File: src/rtl/pwr_sw_pkg.sv
// Shared types and default timing for the power-switch sequencer.
// The delay counter is sized from the longest of the three delays.
package pwr_sw_pkg;

  typedef enum logic [2:0] {
    ON     = 3'd0,
    ISO    = 3'd1,
    SW_OFF = 3'd2,
    OFF    = 3'd3,
    SW_ON  = 3'd4,
    SETTLE = 3'd5
  } pwr_state_t;

  localparam int ISO_DLY_DEF    = 2;
  localparam int SETTLE_CYC_DEF = 4;
  localparam int ACK_TMO_DEF    = 64;

  function automatic int max3(input int a, input int b, input int c);
    int m;
    m = (a > b) ? a : b;
    return (m > c) ? m : c;
  endfunction

endpackage

File: src/rtl/pwr_sw_ctrl_if.sv
// Handshake between the sequencer (slave) and the switch chain / power manager (master).
interface pwr_sw_ctrl_if;
  logic pwr_on_req;
  logic sw_ack;
  logic sw_ctrl_net;
  logic iso_en;
  logic pwr_ready;
  logic pwr_off;
  logic err_tmo;

  modport master (
    output pwr_on_req, sw_ack,
    input  sw_ctrl_net, iso_en, pwr_ready, pwr_off, err_tmo
  );

  modport slave (
    input  pwr_on_req, sw_ack,
    output sw_ctrl_net, iso_en, pwr_ready, pwr_off, err_tmo
  );
endinterface

File: src/rtl/pwr_dly_cnt.sv
// Saturating down-counter with synchronous load; flags when it sits at zero.
module pwr_dly_cnt #(
  parameter int CNT_W = 7
) (
  input  logic             clk,
  input  logic             rst,
  input  logic             load_i,
  input  logic [CNT_W-1:0] load_val_i,
  input  logic             dec_i,
  output logic             zero_o
);

  logic [CNT_W-1:0] cnt_q, cnt_d;

  // Load wins over decrement; decrement stops at zero.
  always_comb begin
    cnt_d = cnt_q;
    if (load_i) begin
      cnt_d = load_val_i;
    end else if (dec_i && (cnt_q != {CNT_W{1'b0}})) begin
      cnt_d = cnt_q - {{(CNT_W-1){1'b0}}, 1'b1};
    end else begin
      cnt_d = cnt_q;
    end
  end

  // Counter register.
  always_ff @(posedge clk or posedge rst) begin
    if (rst) begin
      cnt_q <= {CNT_W{1'b0}};
    end else begin
      cnt_q <= cnt_d;
    end
  end

  assign zero_o = (cnt_q == {CNT_W{1'b0}});

endmodule

File: src/rtl/pwr_sw_ctrl_chk.sv
// Isolation safety properties of the sequencer outputs.
module pwr_sw_ctrl_chk (
  input logic clk,
  input logic rst,
  input logic sw_ctrl_net_i,
  input logic iso_en_i,
  input logic pwr_ready_i
);

  a_iso_when_open: assert property (@(posedge clk) disable iff (rst)
    !sw_ctrl_net_i |-> iso_en_i);

  a_ready_clean: assert property (@(posedge clk) disable iff (rst)
    pwr_ready_i |-> (sw_ctrl_net_i && !iso_en_i));

endmodule

File: src/rtl/pwr_sw_ctrl.sv
// Header-switch sequencer for one gated domain: isolate -> open -> off,
// close -> settle -> un-isolate, with an ack wait bounded by a timeout.
module pwr_sw_ctrl
  import pwr_sw_pkg::*;
#(
  parameter int ISO_DLY    = ISO_DLY_DEF,
  parameter int SETTLE_CYC = SETTLE_CYC_DEF,
  parameter int ACK_TMO    = ACK_TMO_DEF,
  parameter int CNT_W      = $clog2(max3(ISO_DLY, SETTLE_CYC, ACK_TMO)) + 1
) (
  input logic          clk,
  input logic          rst,
  pwr_sw_ctrl_if.slave bus
);

  pwr_state_t       state_q, state_d;
  logic             err_q;
  logic             tmo_set_s;
  logic             cnt_load_s;
  logic [CNT_W-1:0] cnt_val_s;
  logic             cnt_dec_s;
  logic             cnt_zero_s;
  logic             sw_s, iso_s, rdy_s, off_s;

  pwr_dly_cnt #(.CNT_W(CNT_W)) u_cnt (
    .clk       (clk),
    .rst       (rst),
    .load_i    (cnt_load_s),
    .load_val_i(cnt_val_s),
    .dec_i     (cnt_dec_s),
    .zero_o    (cnt_zero_s)
  );

  // Next state and counter control; ack always beats timeout in the same cycle.
  always_comb begin
    state_d    = state_q;
    cnt_load_s = 1'b0;
    cnt_val_s  = {CNT_W{1'b0}};
    cnt_dec_s  = 1'b0;
    tmo_set_s  = 1'b0;
    case (state_q)
      ON: begin
        if (!bus.pwr_on_req) begin
          state_d    = ISO;
          cnt_load_s = 1'b1;
          cnt_val_s  = CNT_W'(ISO_DLY - 1);
        end else begin
          state_d = ON;
        end
      end
      ISO: begin
        if (cnt_zero_s) begin
          state_d    = SW_OFF;
          cnt_load_s = 1'b1;
          cnt_val_s  = CNT_W'(ACK_TMO - 1);
        end else begin
          cnt_dec_s = 1'b1;
        end
      end
      SW_OFF: begin
        if (!bus.sw_ack) begin
          state_d = OFF;
        end else if (cnt_zero_s) begin
          state_d   = OFF;
          tmo_set_s = 1'b1;
        end else begin
          cnt_dec_s = 1'b1;
        end
      end
      OFF: begin
        if (bus.pwr_on_req) begin
          state_d    = SW_ON;
          cnt_load_s = 1'b1;
          cnt_val_s  = CNT_W'(ACK_TMO - 1);
        end else begin
          state_d = OFF;
        end
      end
      SW_ON: begin
        if (bus.sw_ack || cnt_zero_s) begin
          state_d    = SETTLE;
          cnt_load_s = 1'b1;
          cnt_val_s  = CNT_W'(SETTLE_CYC - 1);
          tmo_set_s  = !bus.sw_ack;
        end else begin
          cnt_dec_s = 1'b1;
        end
      end
      SETTLE: begin
        if (cnt_zero_s) begin
          state_d = ON;
        end else begin
          cnt_dec_s = 1'b1;
        end
      end
      default: state_d = ON;
    endcase
  end

  // State and sticky timeout flag.
  always_ff @(posedge clk or posedge rst) begin
    if (rst) begin
      state_q <= ON;
      err_q   <= 1'b0;
    end else begin
      state_q <= state_d;
      err_q   <= err_q | tmo_set_s;
    end
  end

  // Outputs depend on state only; unknown encodings keep the clamp on.
  always_comb begin
    sw_s  = 1'b1;
    iso_s = 1'b1;
    rdy_s = 1'b0;
    off_s = 1'b0;
    case (state_q)
      ON:      begin iso_s = 1'b0; rdy_s = 1'b1; end
      ISO:     sw_s = 1'b1;
      SW_OFF:  sw_s = 1'b0;
      OFF:     begin sw_s = 1'b0; off_s = 1'b1; end
      SW_ON:   sw_s = 1'b1;
      SETTLE:  sw_s = 1'b1;
      default: sw_s = 1'b1;
    endcase
  end

  assign bus.sw_ctrl_net = sw_s;
  assign bus.iso_en      = iso_s;
  assign bus.pwr_ready   = rdy_s;
  assign bus.pwr_off     = off_s;
  assign bus.err_tmo     = err_q;

  pwr_sw_ctrl_chk u_chk (
    .clk          (clk),
    .rst          (rst),
    .sw_ctrl_net_i(sw_s),
    .iso_en_i     (iso_s),
    .pwr_ready_i  (rdy_s)
  );

endmodule

File: src/flat_wrapper.sv
// flat-port wrapper written by rule: the top's interface ports become plain ports
module pwr_sw_ctrl_flat import pwr_sw_pkg::*;
#(
  parameter int ISO_DLY    = ISO_DLY_DEF,
  parameter int SETTLE_CYC = SETTLE_CYC_DEF,
  parameter int ACK_TMO    = ACK_TMO_DEF,
  parameter int CNT_W      = $clog2(max3(ISO_DLY, SETTLE_CYC, ACK_TMO)) + 1
)
  (clk, rst, bus_pwr_on_req, bus_sw_ack, bus_sw_ctrl_net, bus_iso_en, bus_pwr_ready, bus_pwr_off, bus_err_tmo);
  pwr_sw_ctrl_if bus_i ();
  input logic clk;
  input logic rst;
  input wire logic [$bits(bus_i.pwr_on_req)-1:0] bus_pwr_on_req;
  input wire logic [$bits(bus_i.sw_ack)-1:0] bus_sw_ack;
  output wire logic [$bits(bus_i.sw_ctrl_net)-1:0] bus_sw_ctrl_net;
  output wire logic [$bits(bus_i.iso_en)-1:0] bus_iso_en;
  output wire logic [$bits(bus_i.pwr_ready)-1:0] bus_pwr_ready;
  output wire logic [$bits(bus_i.pwr_off)-1:0] bus_pwr_off;
  output wire logic [$bits(bus_i.err_tmo)-1:0] bus_err_tmo;
  assign bus_i.pwr_on_req = bus_pwr_on_req;
  assign bus_i.sw_ack = bus_sw_ack;
  assign bus_sw_ctrl_net = bus_i.sw_ctrl_net;
  assign bus_iso_en = bus_i.iso_en;
  assign bus_pwr_ready = bus_i.pwr_ready;
  assign bus_pwr_off = bus_i.pwr_off;
  assign bus_err_tmo = bus_i.err_tmo;
  pwr_sw_ctrl #(.ISO_DLY(ISO_DLY), .SETTLE_CYC(SETTLE_CYC), .ACK_TMO(ACK_TMO), .CNT_W(CNT_W)) u_core (.clk(clk), .rst(rst), .bus(bus_i));
endmodule
File: config.mk
export PLATFORM = sky130hd
export DESIGN_NAME = pwr_sw_ctrl_flat
export DESIGN_NICKNAME = d
export VERILOG_FILES = /design/src/rtl/pwr_sw_pkg.sv /design/src/rtl/pwr_sw_ctrl_if.sv /design/src/rtl/pwr_dly_cnt.sv /design/src/rtl/pwr_sw_ctrl_chk.sv /design/src/rtl/pwr_sw_ctrl.sv /design/src/flat_wrapper.sv
export SDC_FILE = /design/constraint.sdc
export NUM_CORES = 1
export LEC_CHECK = 0
export CAP_MARGIN = 20
export CORE_AREA = 2 2 39 41
export CTS_BUF_LIST = sky130_fd_sc_hd__clkbuf_2 sky130_fd_sc_hd__clkbuf_4 sky130_fd_sc_hd__clkbuf_8
export DETAILED_ROUTE_END_ITERATION = 6
export DIE_AREA = 0 0 41 43
export HOLD_SLACK_MARGIN = 0.03
export PLACE_DENSITY = 0.79
export SLEW_MARGIN = 20
export SYNTH_ARGS = -nofsm -noshare
export SYNTH_HDL_FRONTEND = slang
export SYNTH_SLANG_ARGS = --single-unit
File: constraint.sdc
create_clock -name clk -period 3.8 [get_ports clk]
set_input_delay 0.38 -clock clk [delete_from_list [all_inputs] [get_ports clk]]
set_output_delay 0.38 -clock clk [all_outputs]
set_load 0.02 [all_outputs]
# [Word-level counts from Yosys, hierarchy flattened]
# Cells that the tools add are included.
[classes] n_addsub=1 n_eq_ne=9 muxes=31 n_bitwise=1 reduce_logical=10
[ops] operator="case mux 7 bit (4 select lines)" n=1
[ops] operator="2-to-1 mux 3 bit" n=6
[ops] operator="case mux 3 bit (6 select lines)" n=1
[ops] operator="2-to-1 mux 1 bit" n=15
[ops] operator="2-to-1 mux 7 bit" n=2
[ops] operator="2-to-1 mux 6 bit" n=2
[ops] operator="logical NOT 7 bit" n=1
[ops] operator="nonzero test 7 bit" n=1
[ops] operator="subtractor 7 x 1 -> 7 bit (second input constant)" n=1
[ops] operator="== test 3 x 2 -> 1 bit (second input constant)" n=2
[ops] operator="== test 3 bit (second input constant)" n=2
[ops] operator="!= test 2 x 1 -> 1 bit (second input constant)" n=3
[ops] operator="case mux 1 bit (4 select lines)" n=1
[ops] operator="AND reduction 4 bit" n=1
[ops] operator="OR reduction 2 bit" n=2
[ops] operator="== test 3 x 1 -> 1 bit (second input constant)" n=1
[ops] operator="logical NOT 3 bit" n=1
[ops] operator="!= test 3 x 2 -> 1 bit (second input constant)" n=1
[ops] operator="case mux 1 bit (3 select lines)" n=1
[ops] operator="2-to-1 mux 2 bit" n=1
[ops] operator="case mux 1 bit (2 select lines)" n=1
[ops] operator="nonzero test 2 bit" n=1
[ops] operator="logical AND 1 bit" n=1
[ops] operator="logical NOT 1 bit" n=1
[ops] operator="2 further kinds" n=2
[word_totals] regBits=11 input_bits=4 output_inout_bits=5 elab_cells=55

# [Longest topological paths before layout]
[logic_depth] word_depth=7 mapped_depth=8 ltp_nobuf=7

# [Cells and area by module]
# A second synthesis with hierarchy kept.
[unflattened] hier_cells=102 hier_area_um2=840.8
[modules_own_cells] mod="pwr_dly_cnt" instances=1 cells_per_inst=58 area_per_inst_um2=504.2
[modules_own_cells] mod="pwr_sw_ctrl" instances=1 cells_per_inst=44 area_per_inst_um2=336.6

# [Least setup slack after synthesis]
# Ideal clock, no wire load.
[synth_timing] path_kind="register to register" from="reg u_core.u_cnt.cnt_q[0]" to="reg u_core.u_cnt.cnt_q[5]" setup_time_ns=0.126 t_arrival_ns=1.663 path_slack_ns=2.012 path_stages_with_launch=9 path_buffers=1 period_less_slack_ns=1.788 path_cell_list="dfrtp_1 -> inv_1 -> ha_1 -> nand2b_4 -> nor4b_4 -> a21oi_2 -> buf_6 -> a311oi_1 -> nor2_1"
[synth_via] elab_chain_len=6
[synth_lines] element="start: declaration" line_no="pwr_dly_cnt.sv:13" text="logic [CNT_W-1:0] cnt_q, cnt_d;"
[synth_lines] element="start signal: assignment" line_no="pwr_dly_cnt.sv:30" text="cnt_q <= {CNT_W{1'b0}};"
[synth_lines] element="start signal: assignment" line_no="pwr_dly_cnt.sv:32" text="cnt_q <= cnt_d;"
[synth_lines] element="logical NOT 7 bit" line_no="pwr_dly_cnt.sv:36" text="assign zero_o = (cnt_q == {CNT_W{1'b0}});"
[synth_lines] element="2-to-1 mux 1 bit / logical OR 1 bit (equally long branches)"
[synth_lines] element="2-to-1 mux 1 bit (on tied branches)" line_no="pwr_sw_ctrl.sv:61, pwr_sw_ctrl.sv:80"
[synth_lines] element="case mux 1 bit (3 select lines)" line_no="pwr_sw_ctrl.sv:41" text="case (state_q)"
[synth_lines] element="logical AND 1 bit" line_no="pwr_dly_cnt.sv:20" text="end else if (dec_i && (cnt_q != {CNT_W{1'b0}})) begin"
[synth_lines] element="nonzero test 2 bit (no line)"
# Several ways; a longest one is shown, not always the timed one. The select of a mux whose other input is x is not followed.
# A chain may end at the register's enable or synchronous reset.

# [Final worst setup path]
[layout_timing] from="reg u_core.state_q[1]" to="out bus_pwr_off"
[layout_via] elab_chain_len=2
[layout_lines] element="start: declaration" line_no="pwr_sw_ctrl.sv:16" text="pwr_state_t state_q, state_d;"
[layout_lines] element="start signal: assignment" line_no="pwr_sw_ctrl.sv:106" text="state_q <= state_d;"
[layout_lines] element="== test 3 x 2 -> 1 bit" line_no="pwr_sw_ctrl.sv:117" text="case (state_q)"
[layout_lines] element="2-to-1 mux 1 bit" line_no="pwr_sw_ctrl.sv:117"
[layout_lines] element="end: declaration" line_no="flat_wrapper.sv:18" text="output wire logic [$bits(bus_i.pwr_off)-1:0] bus_pwr_off;"
# Every way passes these cells.

==> qor.yml <==
clock_network:
  root_buffer: "clkbuf_4"
  clockBufferDepth: 2
  cts_tree: "done"
  path_clk_slew_ns: 0.07
  clock-sinks: 11
  cts_setup_buffers: 0
  hold_buffers: 0
  ctsResizeCount: 0
  h-tree-depth: 1
  clk_latency_ns: 0.27
  numCtsBuffers: 3
yosys:
  synth_area_um2: 736
  synth_edf_count: 0
  yosysUniqueCellTypes: 38
  yosysWarnings: 0
  synth_fp_nets: 79
  synth_seq_cells: 11
  synth_area_leader_cell: "dfrtp_1"
  yosys_most_used_dff: "dfrtp_1"
  synth_top_area_share_pct: 37.4
  async_reset_ff_share_pct: 100
  synth_area_per_cell_um2: 9.94
  netlist_instances: 74
  ys_seq_area_share_pct: 37.4
  synth.area.top_cells: "dfrtp_1, a311oi_1, nor4b_4, a211oi_1, buf_6"
global_routing:
  grt_usage_pct: 19.0
  grt_pass1_wl_um: 2300
  antenna_found_initial: 0
  grt_max_degree: 13
  gr-total-overflow: 0
  grt_pass1_vias: 548
sta:
  finalCritPeriodShare_pct: 57.5
  tightestPinTransition_ns: 0.466
  post-route-min-period_ns: 2.19
  setup_viol: 0
  relSlewSlack_pct: 68.8
  rsz0062_at_grt: "no"
  clock.fmax_ghz: 0.458
  skew_ns: 0.00146
  timing.final.hold_violations: 0
  fin_setup_tns_ns: 0
  report.final.slew_viol_count: 0
pwr:
  p_leak_uw: 0.000332
  power_density_nw_per_um2: 731
  vdd_drop_max_v: 0.000329
finish:
  final_util_pct: 60.6
  nets: 89
  fillCellCount: 121
  antenna_cells: 0
  drive_gt1_share_pct: 16.9
  multi_input_area_um2: 410
  syn_to_final_growth_pct: 13.9
  seqCellArea_um2: 275
  finalNonFillerCells: 99
critical_path:
  cp-startpoint: "u_core.state_q[1]$_DFFE_PP0P_"
  cp.arrival_ns: 1.81
  start_kind: "flip-flop"
  cp.required_ns: 3.42
  critPathCaptureType: "primary output"
  critPathMaxFanout: 12
  reg2reg_slack_ns: 1.74
  timing.rr.start: "u_core.u_cnt.cnt_q[0]$_DFFE_PP0P_"
  path_class: "reg2out"
route:
  ant_nets: 0
  drc_errors: 0
  vias: 607
  post_drt_wl_per_cell_um: 13.8
  vias_per_cell: 6.13
  first_pass_iters: 4
  drtIter0Drc: 13
  drt-total-wl_um: 1370
die:
  ios: 9
  die_w_um: 41
  initial_core_util_pct: 53.2
  core.rowCount: 14
  die_h_um: 43
  die_area_um2: 1760
  coreArea_um2: 1380
placed_design:
  placed_cells: 95
  dp_hpwl_um: 1010
  gp_congestion: 0.800
  io_buffers: 8
run_status:
  outcome: "finished clean"
min_path:
  hold_path_class: "in2async"
job:
  maxCapViolCount: 0
## routing by layer
metal	global-route usage [%]	wire length, um
met3	3.14	61
met1	25.7	613
met4	10.0	38
met5	0	0
met2	27.8	653
## registers in the layout, indices dropped and copies added (netlist names)
name / flops
u_core.u_cnt.cnt_q: 7
u_core.state_q: 3
u_core.bus.err_tmo: 1
## cell families after synthesis
logic type      after synthesis  share of synthesized area [%]
compound gates               22                           23.6
simple gates                 29                           27.7
mux                           1                           1.53
xor+xnor                      1                           1.19
buf+inv                       9                           6.80
flops                        11                           37.4
fa+ha+maj                     1                           1.70
## area by class of cell
cell class | count | share of cell area, %
multi-input cells | 54 | 49.0
inverters | 6 | 2.69
repair buffers | 8 | 9.55
well taps | 16 | 2.39
flip-flops and latches | 11 | 32.8
clock buffers | 4 | 3.58
## power by group
group          internal [uW]  switching [uW]
registers                164            70.9
logic                    148             141
clock network           47.8            41.1
total                    360             253
## metrics by stage
step	hold WS, ns	setup WS, ns	area, um2	total power (uW)
3_5_place_dp	0.470	1.70	808	526
5_1_grt	0.452	1.54	838	662
6_report	0.400	1.61	838	613
2_1_floorplan	0.232	2.01	736	479
4_1_cts	0.429	1.61	838	614
3_3_place_gp	0.463	1.76	808	519
## cells in the mapped netlist, drive strengths merged (2+ instances only)
cell type / instances
nor3: 4
nand2b: 2
nor2: 5
inv: 6
o21bai: 2
a311oi: 4
nor4b: 3
a211oi: 3
buf: 3
a21oi: 4
dfrtp: 11
nor2b: 2
nand2: 6
## worst max-delay path, stage by stage (launching register included)
cell             delay [ns]
dfrtp_1                0.54
nor2b_2                0.25
and2_1                 0.14
clkdlybuf4s50_1        0.60
## placed cells by master, fill, tap and decap left out, drive strengths merged, types with 4 or more instances in the layout
cell            n
nor3            4
dfrtp          11
a311oi          4
nor2            5
nand2           6
a21oi           4
inv             6
clkbuf          4
clkdlybuf4s50   8
## path summary, 6_finish.rpt
check,endpoint,cells past startpoint
min in group clk,u_core.bus.err_tmo$_DFF_PP0_,1
max,bus_pwr_off,3
max reg2reg,u_core.u_cnt.cnt_q[0]$_DFFE_PP0P_,7
max in group asynchronous,u_core.u_cnt.cnt_q[0]$_DFFE_PP0P_,2
min reg2reg,u_core.bus.err_tmo$_DFF_PP0_,1
min,u_core.bus.err_tmo$_DFF_PP0_,2
(Power assumes the default switching activity.)
